**config.mk**
```make
export PLATFORM = sky130hd
export DESIGN_NAME = ex_mem_skid
export DESIGN_NICKNAME = d
export VERILOG_FILES = /design/src/rtl/ex_mem_skid.sv
export SDC_FILE = /design/constraint.sdc
export NUM_CORES = 1
export LEC_CHECK = 0
export CORE_UTILIZATION = 50
export DETAILED_ROUTE_END_ITERATION = 12
export PLACE_DENSITY = 0.82
export SLEW_MARGIN = 20
export SYNTH_ARGS = -nofsm -noshare
export SYNTH_HDL_FRONTEND = slang
export SYNTH_SLANG_ARGS = --single-unit
```
**constraint.sdc**
```tcl
create_clock -name clk -period 14 [get_ports clk]
set_clock_uncertainty 0.1 [all_clocks]
set_input_delay 2.1 -clock clk [delete_from_list [all_inputs] [get_ports clk]]
set_output_delay 2.1 -clock clk [all_outputs]
set_load 0.05 [all_outputs]
```
**src/rtl/ex_mem_skid.sv**
```systemverilog
// Execute-to-memory pipeline boundary: a two-slot skid buffer with registered ready,
// synchronous flush and a saturating memory-stage stall counter.
module ex_mem_skid #(
    parameter int DATA_W = 32,
    parameter int REG_W  = 4,
    parameter int CNT_W  = 16
) (
    input  logic              clk,
    input  logic              rst,
    input  logic              flush,
    input  logic              in_valid,
    output logic              in_ready,
    input  logic [DATA_W-1:0] in_alu_result,
    input  logic [DATA_W-1:0] in_data2,
    input  logic              in_we,
    input  logic              in_select_mem,
    input  logic              in_reg_write,
    input  logic [REG_W-1:0]  in_rd,
    output logic              out_valid,
    input  logic              out_ready,
    output logic [DATA_W-1:0] out_alu_result,
    output logic [DATA_W-1:0] out_data2,
    output logic              out_we,
    output logic              out_select_mem,
    output logic              out_reg_write,
    output logic [REG_W-1:0]  out_rd,
    output logic [CNT_W-1:0]  stall_count
);

    function automatic logic [CNT_W-1:0] sat_inc(input logic [CNT_W-1:0] v);
        return (&v) ? v : v + 1'b1;
    endfunction

    logic              main_vld, skid_vld;
    logic [DATA_W-1:0] main_alu, main_d2, skid_alu, skid_d2;
    logic              main_we, main_sel, main_rw;
    logic              skid_we, skid_sel, skid_rw;
    logic [REG_W-1:0]  main_rd, skid_rd;
    logic              in_fire, out_fire;

    // in_ready is a direct copy of a flop, so execute never sees out_ready combinationally.
    assign in_ready = ~skid_vld;
    assign in_fire  = in_valid & in_ready;
    assign out_fire = main_vld & out_ready;

    always_ff @(posedge clk) begin
        if (rst) begin
            main_vld <= 1'b0;
            skid_vld <= 1'b0;
            main_alu <= '0;
            main_d2  <= '0;
            main_we  <= 1'b0;
            main_sel <= 1'b0;
            main_rw  <= 1'b0;
            main_rd  <= '0;
        end else if (flush) begin
            main_vld <= 1'b0;
            skid_vld <= 1'b0;
        end else if (!main_vld || (!skid_vld && out_fire)) begin
            // EMPTY, or ONE draining: the input (if any) goes straight to main.
            main_vld <= in_fire;
            if (in_fire) begin
                main_alu <= in_alu_result;
                main_d2  <= in_data2;
                main_we  <= in_we;
                main_sel <= in_select_mem;
                main_rw  <= in_reg_write;
                main_rd  <= in_rd;
            end
        end else if (!skid_vld) begin
            skid_vld <= in_fire;
        end else if (out_fire) begin
            main_alu <= skid_alu;
            main_d2  <= skid_d2;
            main_we  <= skid_we;
            main_sel <= skid_sel;
            main_rw  <= skid_rw;
            main_rd  <= skid_rd;
            skid_vld <= 1'b0;
        end
    end

    // Skid payload is only meaningful while skid_vld is set, so it needs no reset.
    always_ff @(posedge clk) begin
        if (in_fire && main_vld && !out_fire) begin
            skid_alu <= in_alu_result;
            skid_d2  <= in_data2;
            skid_we  <= in_we;
            skid_sel <= in_select_mem;
            skid_rw  <= in_reg_write;
            skid_rd  <= in_rd;
        end
    end

    always_ff @(posedge clk) begin
        if (rst) begin
            stall_count <= '0;
        end else if (main_vld && !out_ready) begin
            stall_count <= sat_inc(stall_count);
        end
    end

    assign out_valid      = main_vld;
    assign out_alu_result = main_alu;
    assign out_data2      = main_d2;
    assign out_select_mem = main_sel;
    assign out_rd         = main_rd;
    assign out_we         = main_we & main_vld;
    assign out_reg_write  = main_rw & main_vld;

endmodule
```
Word-level counts from Yosys, hierarchy flattened:

Cells that the tools add are included.

* add/subtract/negate cells: 1
* eq/ne operators: 1
* multiplexer cells: 26
* bitwise logic cells: 7
* reductions and logical operators: 15

Operators by type and width (number)
* $mux 32: 8
* $add 16x1->16 const B: 1
* $mux 4: 4
* $reduce_and 16->1: 1
* $mux 1: 14
* $and 1x1->1: 4
* $logic_and 1x1->1: 4
* $logic_not 1->1: 4
* $reduce_and 4->1: 1
* $reduce_bool 2->1: 2
* $not 1->1: 3
* $ne 2x2->1 const B: 1
* $reduce_and 2->1: 1
* $reduce_or 2->1: 1
* $logic_or 1x1->1: 1

* bits in registers: 160
* input bits: 76
* output and inout port bits: 89
* logic and storage cells: 65

Logic depth before layout (Yosys ltp):

* depth after elaboration: 5
* mapped depth: 7
* mapped depth without buffers: 5

Worst setup path before layout:

OpenSTA, ideal clock, no wires.

* path kind: input to register
* from: in out_ready
* to: reg skid_alu[0] (enable)
* library setup time: 0.501 ns
* arrival: 5.381 ns
* required time: 13.399 ns
* slack: 8.018 ns
* stages: 3
* path buffers: 1
* cell sequence: nand2b_1 clkbuf_1 nor2_1

* cells in the longest elaborated chain, start to end: 3

Ends and longest elaborated chain
* start, declared: RTL line 20 `input logic out_ready,`
* $and 1x1->1: RTL line 44 `assign out_fire = main_vld & out_ready;`
* $logic_not 1->1: RTL line 85 `if (in_fire && main_vld && !out_fire) begin`
* $logic_and 1x1->1: RTL line 85
* end signal, assigned: RTL line 86 `skid_alu <= in_alu_result;`
* end, declared: RTL line 35 `logic [DATA_W-1:0] main_alu, main_d2, skid_alu, skid_d2;`

No other way between the ends.
A chain may end at the register's enable or synchronous reset.

Final worst setup path:

* from: in out_ready
* to: reg main_alu[1], in the netlist out_alu_result[1]

* cells in the longest elaborated chain, start to end: 5
* elaborated cells on any way between the ends: 8
* classes of those cells: eq/ne (1); mux (1); bitwise (1); reduce/logical (5)

Ends and longest elaborated chain
* $and 1x1->1 *: RTL line 44
* $logic_and 1x1->1: RTL line 59 `end else if (!main_vld || (!skid_vld && out_fire)) begin`
* $logic_or 1x1->1: RTL line 59
* $ne 2x2->1 (no line) or $reduce_bool 2->1 (tied branches)
* $reduce_and 4->1 (no line)
* end signal, assigned: RTL line 63 `main_alu <= in_alu_result;`
* end signal, assigned: RTL line 73 `main_alu <= skid_alu;`
* end, declared: RTL line 35

Every way passes the cells marked *; elsewhere a longest branch is shown, timed or not.

==> summary.md <==
| Metric | Value |
|---|---|
| Wirelength, routed | `~15000 µm` |
| Die H | `112 µm` |
| RSZ-0062 raised after global routing | `false` |
| Total power | `1.09 mW` |
| Hold Crit Depth | `2` |
| Fillers | `between 700 and 800` |
| Post-CTS Setup Inserts | `0` |
| Peak Freq | `about 240 MHz` |
| Crit. End Element | `flip-flop` |
| DIE WIDTH | `112 µm` |
| Multi-input logic area | `approximately 1900 µm²` |
| Port bufs | `164` |
| Crit path kind | `input pin to flip-flop` |
| Crit path launch type | `input pin` |
| GRT overflow | `0` |
| EDFF count, synth | `between 70 and 80` |
| Commonest non-fill, non-tap cell in the layout | `clkdlybuf4s50_1` |
| Clock transition at the registers of the reported paths | `60 ps` |
| Failing checks | `DRC` |
| Routed vias/inst | `6.11` |
| N_diodes | `0` |
| Yosys warning count | `0` |
| CTS tree | `yes` |
| Pre-CTS WS | `between 9000 and 10000 ps` |
| GRT busiest layer | `met2` |
| Reg2reg end | `out_alu_result[1]` |
| Status | `finished, violations left` |
| Setup violators final | `0` |
| Clock root buffer | `clkbuf_16` |
| Post-synthesis register bit count | `160` |
| Max-slew violation count | `0` |
| H-tree levels | `4` |
| Post-Syn Nets | `590` |
| Placed Cells | `781` |
| Skew-Pair Late Insertion Delay | `420 ps` |
| Num rows | `39` |
| Worst VDD drop | `0.0954 mV` |
| Post-Synth Adder-Cell Area | `0.208%` |
| Nets | `around 740` |
| Worst reg-to-reg path cell count | `6` |
| Hold_sp | `main_rw` |
| Post-synthesis simple-gate area fraction | `15.8%` |
| Antenna violations before repair | `0` |
| Final WS setup | `between 9000 and 10000 ps` |
| Gate Count Post-Synth | `513` |
| Global Route met2 Usage | `39.2%` |
| Final Cycle Share | `30.0%` |
| Slowest stage cell, crit path | `a211o_2` |
| Sum Neg Setup Slack | `0 ps` |
| Core Region | `11600 µm²` |
| Clock buffer count from CTS | `17` |
| Fraction of final layout cells sized beyond drive strength 1 | `7.15%` |
| Pleak | `2.77 nW` |
| Final hold violations | `0` |
| Starting DRC count in detailed routing | `around 430` |
| Hold Path End | `main_rw` |
| Compound-gate portion of the synthesized area | `14.4%` |
| Mux contribution to synthesized area | `0.332%` |
| Routed Antenna Nets | `0` |
| Most frequent cells in the layout | `clkdlybuf4s50_1 (163), dfxtp_1 (89), nor2_1 (73), nor3_1 (73)` |
| Register area | `3910 µm²` |
| RR Startpoint | `out_valid` |
| Cell Area, Synth | `6020 µm²` |
| Worst endpoint required time | `14220 ps` |
| Starting Density | `52.1%` |
| Worst-Margin Slew | `945 ps` |
| All-Layer GR Usage | `around a quarter` |
| Post-DP HPWL | `9460 µm` |
| R2R setup slack | `11120 ps` |
| Final min period | `4200 ps` |
| Hold buffers post-CTS | `0` |
| Xor/xnor share of the synthesized area | `0%` |
| Met1 usage | `about 33%` |
| First-pass GRT wire length | `24500 µm` |
| DRC | `8` |
| Layout Cells excl Fill | `814` |
| Min Hold Slack | `391 ps` |
| Max-cap violations | `0` |
| Crit-path max cell delay | `550 ps` |
| Mapped Avg Cell Area | `11.7 µm²` |
| Met3 usage | `6.42%` |
| Sink Count | `160` |
| Drt pass-1 iters | `9` |
| Syn-to-layout area delta | `36.9%` |
| Clock Path Buffers | `2` |
| FFs w/ async S/R, synth | `0%` |
| Synth Flop Type | `dfxtp_1` |
| Crit path arrival time | `4420 ps` |
| CTS resizes | `0` |
| Worst-path fanout max | `41` |
| Yosys cell types | `43` |
| Worst slew margin | `37.0%` |
| Pwr per Cell Area | `132 nW/µm²` |
| Ports | `165` |
| Sequential area share after synthesis | `65.0%` |
| Min-delay worst type | `flip-flop to flip-flop` |
| Wire per inst | `18.7 µm` |
| Die area | `12500 µm²` |
| Crit-path cells | `clkdlybuf4s50_1, nor2b_1, a211o_2, buf_4, a221oi_1, nor3_1` |
| GP Congestion | `slightly above 0.8` |
| Largest net degree at the start of global routing | `88` |
| Vias | `4970` |
| Vias in the first global route | `a little under 5000` |
| Largest family of logic cells by synthesized area | `simple AND/OR/NAND/NOR gates` |
-- metal layers --
layer  share of wire (%)  vias up  wire length (µm)
met5                   0        -                 0
met3                 7.1       34              1080
met2                  48      244              7370
li1                    -     2286                 -
met1                  42     2406              6380
met4                 2.7        0               413
-- critical path, delay by kind of cell --
kind,cells,cell delay (ps)
buffers and inverters,2,1050
AO/OA/AOI/OAI,2,650
AND/OR/NAND/NOR,2,570
-- power breakdown --
group | internal [mW] | switching, mW | total (mW) | leakage [nW]
combinational | 0.0570 | 0.0914 | 0.148 | 1.13
clock | 0.254 | 0.170 | 0.425 | 0.276
sequential | 0.505 | 0.0103 | 0.516 | 1.37
-- cell usage after synthesis, types with 2 or more instances --
cell / n / area (µm²)
clkbuf_1: 25 / 93.8
or3_1: 3 / 18.8
and3_1: 4 / 25.0
o211ai_1: 4 / 30.0
nand2_1: 6 / 22.5
and3_2: 3 / 22.5
inv_1: 8 / 30.0
mux2i_1: 2 / 20.0
edfxtp_1: 71 / 2130
buf_2: 15 / 75.1
nor3_1: 73 / 365
nand4_1: 5 / 31.3
nand3_1: 5 / 25.0
a21oi_1: 10 / 50.1
a211oi_1: 4 / 30.0
or4_1: 5 / 37.5
o21ai_0: 4 / 20.0
buf_6: 4 / 45.0
o31ai_1: 5 / 37.5
a221oi_1: 71 / 622
nand2b_1: 2 / 12.5
and2_1: 2 / 12.5
dfxtp_1: 89 / 1780
nor2_1: 74 / 278
-- kinds of logic after synthesis --
group | Yosys count
compound gates | 107
fa+ha+maj | 1
buf+inv | 53
flops | 160
mux | 2
simple gates | 190
-- stage by stage --
stage	instance area, µm²	utilization [%]
after floorplan	6020	-
after global placement	7680	66.5
after detailed placement	7680	66.5
after CTS	8230	71.2
after global routing	8250	71.3
final	8250	71.3
-- layout make-up --
class / instances / area share, %
Inverter: 8 / 0.364
Clock inverter: 6 / 0.349
Timing Repair Buffer: 171 / 20.6
Multi-Input combinational cell: 300 / 22.8
Tap cell: 143 / 2.17
Sequential cell: 160 / 47.4
Clock buffer: 26 / 6.31
-- registers in the layout, summed over array words and instances, names as in the netlist --
signal	count
main_rw	1
main_we	1
out_alu_result	32
out_data2	32
out_rd	4
out_select_mem	1
out_valid	1
skid_alu	32
skid_d2	32
skid_rd	4
skid_rw	1
skid_sel	1
skid_vld	1
skid_we	1
stall_count	16
-- how the worst max path moves through the flow --
stage | startpoint | endpoint | slack (ps) | depth (start not counted)
after floorplan | out_ready | skid_alu[0] | 8020 | 3
after global placement | in_valid | out_rd[3] | 9220 | 6
after detailed placement | in_valid | out_alu_result[1] | 9050 | 6
after CTS | in_valid | out_alu_result[1] | 9470 | 6
after global routing | out_ready | out_alu_result[30] | 9630 | 6
final | out_ready | out_alu_result[1] | 9800 | 6
Power figures use the tool's default switching activity.
